**config.mk**
```make
export PLATFORM = sky130hd
export DESIGN_NAME = cdce_spi_responder
export DESIGN_NICKNAME = d
export VERILOG_FILES = /design/src/rtl/cdce_spi_responder.sv
export SDC_FILE = /design/constraint.sdc
export NUM_CORES = 1
export LEC_CHECK = 0
export BUFFER_PORTS_ARGS = -buffer_cell sky130_fd_sc_hd__buf_4
export CELL_PAD_IN_SITES_DETAIL_PLACEMENT = 1
export CELL_PAD_IN_SITES_GLOBAL_PLACEMENT = 1
export CORE_ASPECT_RATIO = 1.5
export CORE_MARGIN = 5
export CORE_UTILIZATION = 45
export DETAILED_ROUTE_END_ITERATION = 8
export HOLD_SLACK_MARGIN = 0.03
export PLACE_DENSITY = 0.76
export SYNTH_ARGS = -nofsm -noshare
export SYNTH_HDL_FRONTEND = slang
export SYNTH_SLANG_ARGS = --single-unit
export TNS_END_PERCENT = 1
```
**constraint.sdc**
```tcl
create_clock -name clk -period 2.9 [get_ports clk]
set_input_delay 0 -clock clk [delete_from_list [all_inputs] [get_ports clk]]
set_output_delay 0 -clock clk [all_outputs]
set_load 0.02 [all_outputs]
```
**src/rtl/cdce_spi_responder.sv**
```systemverilog
// SPI responder for the CDCE62005-style 32-bit LSB-first latch-enable-framed bus.
// Readback of registers on spi_miso is built only when CDCE_RESP_READBACK_EN is defined.
module cdce_spi_responder #(
  parameter int SYNC_STAGES = 2,
  parameter int NUM_REGS    = 9
) (
  input  logic        clk,
  input  logic        rst_n,
  input  logic        spi_clk,
  input  logic        spi_mosi,
  input  logic        spi_le,
  output logic        spi_miso,
  output logic        wr_valid,
  output logic [3:0]  wr_addr,
  output logic [27:0] wr_data,
  output logic        eeprom_store,
  output logic        frame_err,
  input  logic [3:0]  host_addr,
  output logic [31:0] host_data
);

  typedef enum logic [1:0] {WAIT_IDLE, IDLE, SHIFT, COMMIT} state_t;

  localparam logic [4:0] NUM_REGS_W = 5'(NUM_REGS);
  localparam int         TOP        = SYNC_STAGES - 1;

  state_t state, state_nxt;

  logic [SYNC_STAGES-1:0] clk_sync, mosi_sync, le_sync;
  logic                   clk_lvl, le_lvl;
  logic                   clk_rise, le_rise, le_fall;
  logic                   mosi_bit;

  logic [31:0] cap;
  logic [5:0]  bit_cnt;
  logic [31:0] regs [NUM_REGS];
  logic [31:0] host_sel;

  logic full, is_read, is_commit, do_write;

  // Synchronisers, then one level flop per line; edge strobes are registered so
  // they line up with mosi_bit, which carries the same delay.
  // NOTE: every clocked process uses non-blocking assignments so that all flops
  // sample pre-edge values regardless of process ordering.
  always_ff @(posedge clk or negedge rst_n) begin
    if (!rst_n) begin
      clk_sync  <= '0;
      mosi_sync <= '0;
      le_sync   <= '0;
      clk_lvl   <= 1'b0;
      le_lvl    <= 1'b0;
      clk_rise  <= 1'b0;
      le_rise   <= 1'b0;
      le_fall   <= 1'b0;
      mosi_bit  <= 1'b0;
    end else begin
      clk_sync  <= {clk_sync[SYNC_STAGES-2:0], spi_clk};
      mosi_sync <= {mosi_sync[SYNC_STAGES-2:0], spi_mosi};
      le_sync   <= {le_sync[SYNC_STAGES-2:0], spi_le};
      clk_lvl   <= clk_sync[TOP];
      le_lvl    <= le_sync[TOP];
      clk_rise  <= clk_sync[TOP] & ~clk_lvl;
      le_rise   <= le_sync[TOP] & ~le_lvl;
      le_fall   <= ~le_sync[TOP] & le_lvl;
      mosi_bit  <= mosi_sync[TOP];
    end
  end

  always_ff @(posedge clk or negedge rst_n) begin
    if (!rst_n) state <= WAIT_IDLE;
    else        state <= state_nxt;
  end

  // NOTE: next-state gets its default before the case so no path leaves it
  // unassigned, which would otherwise infer a latch.
  always_comb begin
    state_nxt = state;
    case (state)
      WAIT_IDLE: if (le_lvl) state_nxt = IDLE;
      IDLE:      if (le_fall) state_nxt = SHIFT;
      SHIFT:     if (le_rise) state_nxt = COMMIT;
      COMMIT:    state_nxt = IDLE;
      default:   state_nxt = WAIT_IDLE;
    endcase
  end

  // Capture shifts right so the first (LSB) bit ends up in cap[0] after 32 clocks.
  always_ff @(posedge clk or negedge rst_n) begin
    if (!rst_n) begin
      cap     <= '0;
      bit_cnt <= '0;
    end else if (state == IDLE && le_fall) begin
      bit_cnt <= '0;
    end else if (state == SHIFT && clk_rise) begin
      cap <= {mosi_bit, cap[31:1]};
      if (bit_cnt != 6'd33) bit_cnt <= bit_cnt + 6'd1;
    end
  end

  assign is_commit = (state == COMMIT);
  assign full      = (bit_cnt == 6'd32);
`ifdef CDCE_RESP_READBACK_EN
  assign is_read   = (cap[3:0] == 4'hE) && (cap[31:8] == 24'h0);
`else
  assign is_read   = 1'b0;
`endif
  assign do_write  = is_commit && full && !is_read && (cap[3:0] != 4'hF) &&
                     ({1'b0, cap[3:0]} < NUM_REGS_W);

  assign wr_valid     = do_write;
  assign wr_addr      = do_write ? cap[3:0] : 4'h0;
  assign wr_data      = do_write ? cap[31:4] : 28'h0;
  assign eeprom_store = is_commit && full && (cap == 32'h0000_001F);
  assign frame_err    = is_commit && !full;

  // NOTE: the register file is small and must read back as zero after reset,
  // so it is reset explicitly rather than left to RAM inference.
  always_ff @(posedge clk or negedge rst_n) begin
    if (!rst_n) begin
      for (int i = 0; i < NUM_REGS; i++) regs[i] <= '0;
    end else if (do_write) begin
      for (int i = 0; i < NUM_REGS; i++)
        if (cap[3:0] == 4'(i)) regs[i] <= cap;
    end
  end

  always_comb begin
    host_sel = '0;
    for (int i = 0; i < NUM_REGS; i++)
      if (host_addr == 4'(i)) host_sel = regs[i];
  end

  // Bypass makes a write committed this cycle visible on host_data next cycle.
  always_ff @(posedge clk or negedge rst_n) begin
    if (!rst_n)                                 host_data <= '0;
    else if (do_write && cap[3:0] == host_addr) host_data <= cap;
    else                                        host_data <= host_sel;
  end

`ifdef CDCE_RESP_READBACK_EN
  logic        clk_fall;
  logic        pend_vld;
  logic [3:0]  pend_addr;
  logic [31:0] rd_shift;
  logic [31:0] rb_sel;

  always_comb begin
    rb_sel = '0;
    for (int i = 0; i < NUM_REGS; i++)
      if (pend_addr == 4'(i)) rb_sel = regs[i];
  end

  // The register is sampled at frame start; zeros shift in behind the data so
  // spi_miso settles to 0 once all 32 bits are out.
  always_ff @(posedge clk or negedge rst_n) begin
    if (!rst_n) begin
      clk_fall  <= 1'b0;
      pend_vld  <= 1'b0;
      pend_addr <= '0;
      rd_shift  <= '0;
      spi_miso  <= 1'b0;
    end else begin
      clk_fall <= ~clk_sync[TOP] & clk_lvl;
      if (state == IDLE && le_fall) begin
        rd_shift <= pend_vld ? rb_sel : 32'h0;
        spi_miso <= pend_vld ? rb_sel[0] : 1'b0;
        pend_vld <= 1'b0;
      end else if (state == SHIFT && clk_fall) begin
        rd_shift <= {1'b0, rd_shift[31:1]};
        spi_miso <= rd_shift[1];
      end
      if (is_commit && full && is_read) begin
        pend_vld  <= 1'b1;
        pend_addr <= cap[7:4];
      end else if (is_commit && !full) begin
        pend_vld <= 1'b0;
      end
    end
  end
`else
  assign spi_miso = 1'b0;
`endif

endmodule

```
==> summary.md, run 1 <==
| Metric | Value |
|---|---|
| Post-Syn Nets | `1389` |
| Syn-to-layout area delta | `15.5%` |
| Worst slew pin tran | `0.935 ns` |
| Proportion of synthesized area in mux cells | `22.4%` |
| Final #Nets | `1453` |
| Grt total ovfl | `0` |
| Max Fclk | `0.355 GHz` |
| Synthesized area | `16900 sq um` |
| Worst R2R Path Depth | `5` |
| Clock Latency Late Sink | `0.54 ns` |
| Hold path depth | `2` |
| CP arrival | `2.81 ns` |
| DRC Markers | `0` |
| Sequential-to-total area share from yosys stat | `55.1%` |
| Crit path launch type | `flop` |
| Final worst path period need | `2.81 ns` |
| CTS tree | `yes` |
| Final Wtd Congestion | `0.787` |
| Post-route cell area | `19500 sq um` |
| Global-route wire length before repair | `76600 um` |
| Cell variety after synth | `59` |
| Syn_area_per_cell | `12.3 sq um` |
| Pwr dens | `568 nW/um^2` |
| Post-synthesis adder-cell area fraction | `0.518%` |
| Met3 GRT Util | `2.96%` |
| Max Clock Skew | `0.0161 ns` |
| Drt wl/cell | `25.1 um` |
| R2R setup slack | `0.45 ns` |
| Die W | `168 um` |
| Global Route met2 Usage | `43.0%` |
| Peak VDD IR | `0.402 mV` |
| Worst slew margin | `36.8%` |
| Fraction of layout cells with a size suffix above 1 | `36.2%` |
| Primary FF master, synth | `dfrtp_1` |
| Post-route setup slack | `0.0867 ns` |
| Post-route ant nets | `0` |
| Die Span Y | `247 um` |
| Synth Area in XOR/XNOR | `0.415%` |
| Critical path destination | `wr_data[12]` |
| Synthesized instance count | `1373` |
| RSZ-0062 raised after global routing | `no` |
| Max-cap check violation count | `0` |
| Vias in the first global route | `12900` |
| Final setup TNS | `0 ns` |
| Number of CTS-inserted buffers | `37` |
| Vias per inst | `5.86` |
| Hold/Removal Path Class | `primary input to flop` |
| Status | `completed` |
| DP Cell Count | `1883` |
| Final max-slew violation count | `0` |
| CORE AREA | `37300 sq um` |
| Synthesis Warnings | `0` |
| Postcts setup bufs | `0` |
| Reg-to-Reg End | `regs[179]` |
| P_leak | `9.61 nW` |
| Input/output buffers | `75` |
| Via Count | `11400` |
| Crit path from | `bit_cnt[2]` |
| Met1 GRT Util | `28.6%` |
| Global route hottest layer | `met2` |
| Largest net degree at the start of global routing | `106` |
| I/O pins | `77` |
| Initial Util | `45.3%` |
| Worst-path fanout max | `13` |
| Yosys reg bits | `372` |
| CTS root buf | `clkbuf_16` |
| Std cell rows | `87` |
| Final non-filler cell total | `1954` |
| GRT Resource Usage Total | `23.6%` |
| Post-Synth Simple-Gate Area | `8.96%` |
| Drt initial violations | `679` |
| Drt first pass iters | `5` |
| CP required | `2.90 ns` |
| Pre-CTS WS | `0.493 ns` |
| Routed wire length | `49000 um` |
| Tcrit/Tclk final | `97.0%` |
| DP Wirelength | `30300 um` |
| Largest family of logic cells by synthesized area | `multiplexers` |
| Crit Path Category | `flop to output port` |
| H-tree Lvls | `2` |
| Clk buf depth | `3` |
| Synth async-reset ratio | `100%` |
| Sink Count | `372` |
| Final hold vios | `0` |
| EDFF count, synth | `0` |
| Worst-path clk slew | `0.06 ns` |
| Initial antenna violation count | `1` |
| Synth Area in Compound Gates | `8.70%` |
| Placed cell area | `18200 sq um` |
| Die Footprint | `41600 sq um` |
| CP Capture Type | `output port` |
| FF-to-FF Start | `bit_cnt[2]` |
| Final-report setup violation count | `0` |
-- synthesized netlist by cell type (4+ instances only) --
master | instances | area (sq um)
dfrtp_1 | 372 | 9310
or2_2 | 11 | 68.8
clkbuf_1 | 69 | 259
nor4_1 | 4 | 25.0
nand2_1 | 37 | 139
mux2i_1 | 56 | 561
or4bb_1 | 8 | 90.1
a31oi_1 | 12 | 75.1
a21oi_1 | 37 | 185
nor2b_1 | 16 | 100
nor3_1 | 5 | 25.0
o221a_2 | 8 | 90.1
buf_2 | 32 | 160
o22ai_1 | 28 | 175
a221oi_1 | 11 | 96.3
a2bb2oi_1 | 19 | 166
ha_1 | 7 | 87.6
and3_1 | 5 | 31.3
xor2_1 | 5 | 43.8
nand3_1 | 4 | 20.0
a22oi_1 | 4 | 30.0
a211oi_1 | 21 | 158
buf_1 | 9 | 33.8
inv_1 | 21 | 78.8
mux2_2 | 278 | 3130
or4b_2 | 8 | 80.1
and2_1 | 44 | 275
nor2_1 | 87 | 327
mux2_1 | 8 | 90.1
buf_4 | 15 | 113
nand2b_1 | 7 | 43.8
o21ai_0 | 79 | 395
-- worst min path at each step --
| stage | from | endpoint | slack [ns] |
|---|---|---|---|
| global placement | spi_mosi | mosi_sync[0] | 0.11 |
| detailed placement | spi_le | le_sync[0] | 0.11 |
| global route | spi_mosi | mosi_sync[0] | 0.11 |
| finish | spi_mosi | mosi_sync[0] | 0.12 |
| floorplan | rst_n | bit_cnt[0] | -0.30 |
| CTS | spi_clk | clk_sync[0] | 0.1 |
-- stage by stage --
step | power [mW] | utilization, % | hold slack, ns
5_1_grt | 11.5 | 52.3 | 0.114
6_report | 11.1 | 52.3 | 0.122
2_1_floorplan | 5.85 | - | -0.296
3_3_place_gp | 6.26 | 48.9 | 0.110
4_1_cts | 11.2 | 52.3 | 0.0998
3_5_place_dp | 6.29 | 48.9 | 0.112
-- critical path, cell delays in order (launching register included) --
cell	delay, ns
dfrtp_1	0.43
nor4b_4	0.45
nand3_1	0.32
a21oi_4	0.47
buf_4	0.28
and2_1	0.16
buf_4	0.15
-- power by group --
group / leakage, nW / total, mW / switching (mW) / internal [mW]
logic: 3.84 / 0.818 / 0.549 / 0.269
registers: 5.15 / 5.38 / 0.111 / 5.26
clock network: 0.612 / 4.90 / 2.04 / 2.86
-- kinds of logic after synthesis --
family                     after synthesis
xor gates and xnor gates                 8
adders and majority gates                7
and+or+nand+nor                        265
muxes                                  342
buffers and inverters                  148
other                                    1
DFF                                    372
AOI/OAI and AO/OA                      230
-- placed cells by master (no fill, tap or decap), types with 9 or more instances in the layout --
master	instances
a21oi_1	36
nor2_1	86
o22ai_1	28
a2bb2oi_1	19
clkbuf_16	39
or2_2	12
o21ai_0	79
mux2i_1	56
mux2_2	278
and2_1	44
nand2_1	37
a211oi_1	21
nor2b_1	15
buf_12	11
buf_4	135
a221oi_1	11
inv_1	21
clkbuf_1	9
a31oi_1	12
dfrtp_1	372
clkbuf_8	12
-- flip-flops by register name, indices dropped and copies added (netlist names) --
register and count:
mosi_sync 2, mosi_bit 1, le_sync 2, cap 32, le_fall 1, state 2
clk_lvl 1, clk_sync 2, le_lvl 1, regs 288, le_rise 1, clk_rise 1
host_data 32, bit_cnt 6
-- layout make-up --
class,count,area [sq um]
antenna,1,2.50
clock buffer,60,1170
tap,489,612
timing repair buffer,152,1300
clock inverter,6,62.6
fill,3826,17800
sequential,372,9310
multi-input combinational,853,6980
inverter,21,78.8
-- repair_timing --
action                                 4_1_cts  5_1_grt
resized for setup                            0        0
hold buffers                                 4        0
endpoints found under the hold margin      101        0
-- per-layer routing --
metal | vias to the layer above | share of wire, %
met5 | - | 0
met4 | 0 | 4.0
met3 | 103 | 3.3
met2 | 239 | 52
met1 | 6107 | 40
li1 | 4998 | -
No activity file was read; power rests on OpenSTA's default activity.
==> run 2: changes to the inputs <==
- PLACE_DENSITY: 0.76 -> 0.79
- clock period: 2.9 -> 2.5 ns (I/O delays scaled with it)
==> run 2 against run 1 <==
Effect of this change:
- first-iteration DRC count increased by 15%
- sequential power increased by 16%
- clock power increased by 13%
- largest cell class unchanged
- critical endpoint is now regs[143]
==> summary.md, run 2 (synthesis results as in run 1) <==
| Metric | Value |
|---|---|
| Status | `completed` |
| Worst R2R Path Depth | `8 (+3)` |
| Clock Latency Late Sink | `0.54 ns (about the same)` |
| Fraction of layout cells with a size suffix above 1 | `36.9% (+0.69 points)` |
| Max-cap check violation count | `0 (unchanged)` |
| Pwr dens | `647 nW/um^2 (+14%)` |
| Final Wtd Congestion | `0.795 (+1.1%)` |
| FF-to-FF Start | `bit_cnt[4]` |
| Final max-slew violation count | `0 (unchanged)` |
| I/O pins | `77 (unchanged)` |
| CP Capture Type | `flop` |
| Hold/Removal Path Class | `primary input to async pin` |
| H-tree Lvls | `2 (unchanged)` |
| Std cell rows | `87 (unchanged)` |
| Worst-path fanout max | `7 (-6)` |
| Vias in the first global route | `12900 (+0.40%)` |
| Initial Util | `45.3% (unchanged)` |
| Drt first pass iters | `5 (unchanged)` |
| Tcrit/Tclk final | `99.9%` |
| Final hold vios | `0 (unchanged)` |
| Crit-path cells | `nor4b_4, buf_4, and3_4, buf_12, nand3b_4, nor3_4, buf_4, mux2_2` |
| Post-route ant nets | `0 (unchanged)` |
| Final worst path period need | `2.50 ns` |
| Crit Path Category | `flop to flop` |
| Most frequent cells in the layout | `dfrtp_1, mux2_2, buf_4` |
| CP arrival | `2.91 ns (+0.10 ns)` |
| Cell mode on critical path | `buf_4` |
| DRC Markers | `0 (unchanged)` |
| Syn-to-layout area delta | `16.6%` |
| Drt initial violations | `781 (+15%)` |
| WP depth | `8 (+2)` |
| P_leak | `9.69 nW (+0.89%)` |
| Max Clock Skew | `0.0180 ns (+0.00190 ns)` |
| Vias per inst | `5.89 (+0.48%)` |
| Crit path max-delay family | `simple AND/OR/NAND/NOR gates` |
| Total power | `12.8 mW (+15%)` |
| Max FFs per register | `288 (unchanged)` |
| Most flop-heavy register | `regs` |
| CP required | `2.92 ns (+0.02 ns)` |
| GRT Resource Usage Total | `23.6% (about the same)` |
| Sink Count | `372 (unchanged)` |
| Crit path launch type | `flop` |
| Die Span Y | `247 um (unchanged)` |
| CTS tree | `yes` |
| Die W | `168 um (unchanged)` |
| Initial antenna violation count | `0 (-1)` |
| Via Count | `11600 (+1.2%)` |
| Die Footprint | `41600 sq um (unchanged)` |
| Input/output buffers | `75 (unchanged)` |
| Drt wl/cell | `25.2 um (+0.39%)` |
| Final #Nets | `1468 (+1.0%)` |
| Final design utilization | `52.8% (+0.51 points)` |
| Clk buf depth | `3 (unchanged)` |
| Number of CTS-inserted buffers | `37 (unchanged)` |
| CORE AREA | `37300 sq um (unchanged)` |
| Worst hold margin | `0.0511 ns (-0.0713 ns)` |
| Crit path max-delay cell type | `dfrtp_1` |
| DP Cell Count | `1888 (+0.27%)` |
| Fill count | `3752 (-1.9%)` |
| Crit path from | `bit_cnt[4]` |
| Worst Path Buf+Inv | `3 (+1)` |
| Worst slew pin tran | `0.841 ns (-0.0942 ns)` |
| Final-report setup violation count | `0 (unchanged)` |
| Worst-path clk slew | `0.06 ns (about the same)` |
| CP peak stage delay | `0.44 ns (-0.03 ns)` |
| Antenna cells | `0 (-1)` |
| Worst slew margin | `44.0% (+7.2 points)` |
| Peak VDD IR | `0.427 mV (+6.4%)` |
| Routed wire length | `49600 um (+1.2%)` |
| Regs by FF count | `regs x288, cap x32, host_data x32` |
| Grt total ovfl | `0 (unchanged)` |
| Max Fclk | `0.401 GHz` |
| Final non-filler cell total | `1969 (+0.77%)` |
| CTS root buf | `clkbuf_16` |
| Largest net degree at the start of global routing | `77 (-27%)` |
| Commonest non-fill, non-tap cell in the layout | `dfrtp_1` |
| DP Wirelength | `31400 um (+3.6%)` |
| Global-route wire length before repair | `76800 um (+0.38%)` |
==> run 2: layout make-up <==
cell class                      instances  area [sq um]  area share, %
Sequential cell                       372          9310           47.2
Clock buffer                           57          1110           5.65
Tap cell                              489           612           3.10
Multi-Input combinational cell        853          7000           35.5
Clock inverter                         10          78.8          0.400
Timing Repair Buffer                  167          1520           7.69
Inverter                               21          78.8          0.400
==> run 2: report_power, final <==
group | total (mW) | internal [mW] | switching, mW
clock | 5.54 | 3.18 | 2.36
sequential | 6.25 | 6.11 | 0.143
combinational | 0.962 | 0.326 | 0.636
total | 12.8 | 9.61 | 3.14
==> run 2: layer usage <==
metal | vias to the layer above | GRT usage, % | share of wire, %
li1 | 5041 | - | -
met1 | 6154 | 28.7 | 40
met2 | 290 | 42.9 | 53
met3 | 105 | 2.85 | 3.5
met4 | 0 | 9.10 | 3.7
met5 | - | 0 | 0
==> run 2: repair_timing <==
item,4_1_cts,5_1_grt
setup endpoints to repair,33,9
hold buffers,5,0
pin swaps,1,1
buffers inserted,2,6
cloned,0,1
gates resized for setup,3,4
hold endpoints to repair,351,0
==> run 2: path summary, 6_finish.rpt <==
check / slack [ns] / end
setup / recovery: 0.004 / regs[143]
hold / removal: 0.05 / host_data[22]
setup reg to reg: 0.004 / regs[143]
hold reg to reg: 0.35 / mosi_bit
max in group asynchronous: 1.60 / host_data[27]
min in group clk: 0.11 / clk_sync[0]
==> run 2: stage by stage <==
step / setup TNS (ns) / setup slack [ns] / area [sq um]
floorplan: 0 / 0.457 / 16900
global placement: 0 / 0.171 / 18300
detailed placement: 0 / 0.0667 / 18300
CTS: -0.00430 / -0.00430 / 19600
global route: -0.453 / -0.0811 / 19700
finish: 0 / 0.00351 / 19700
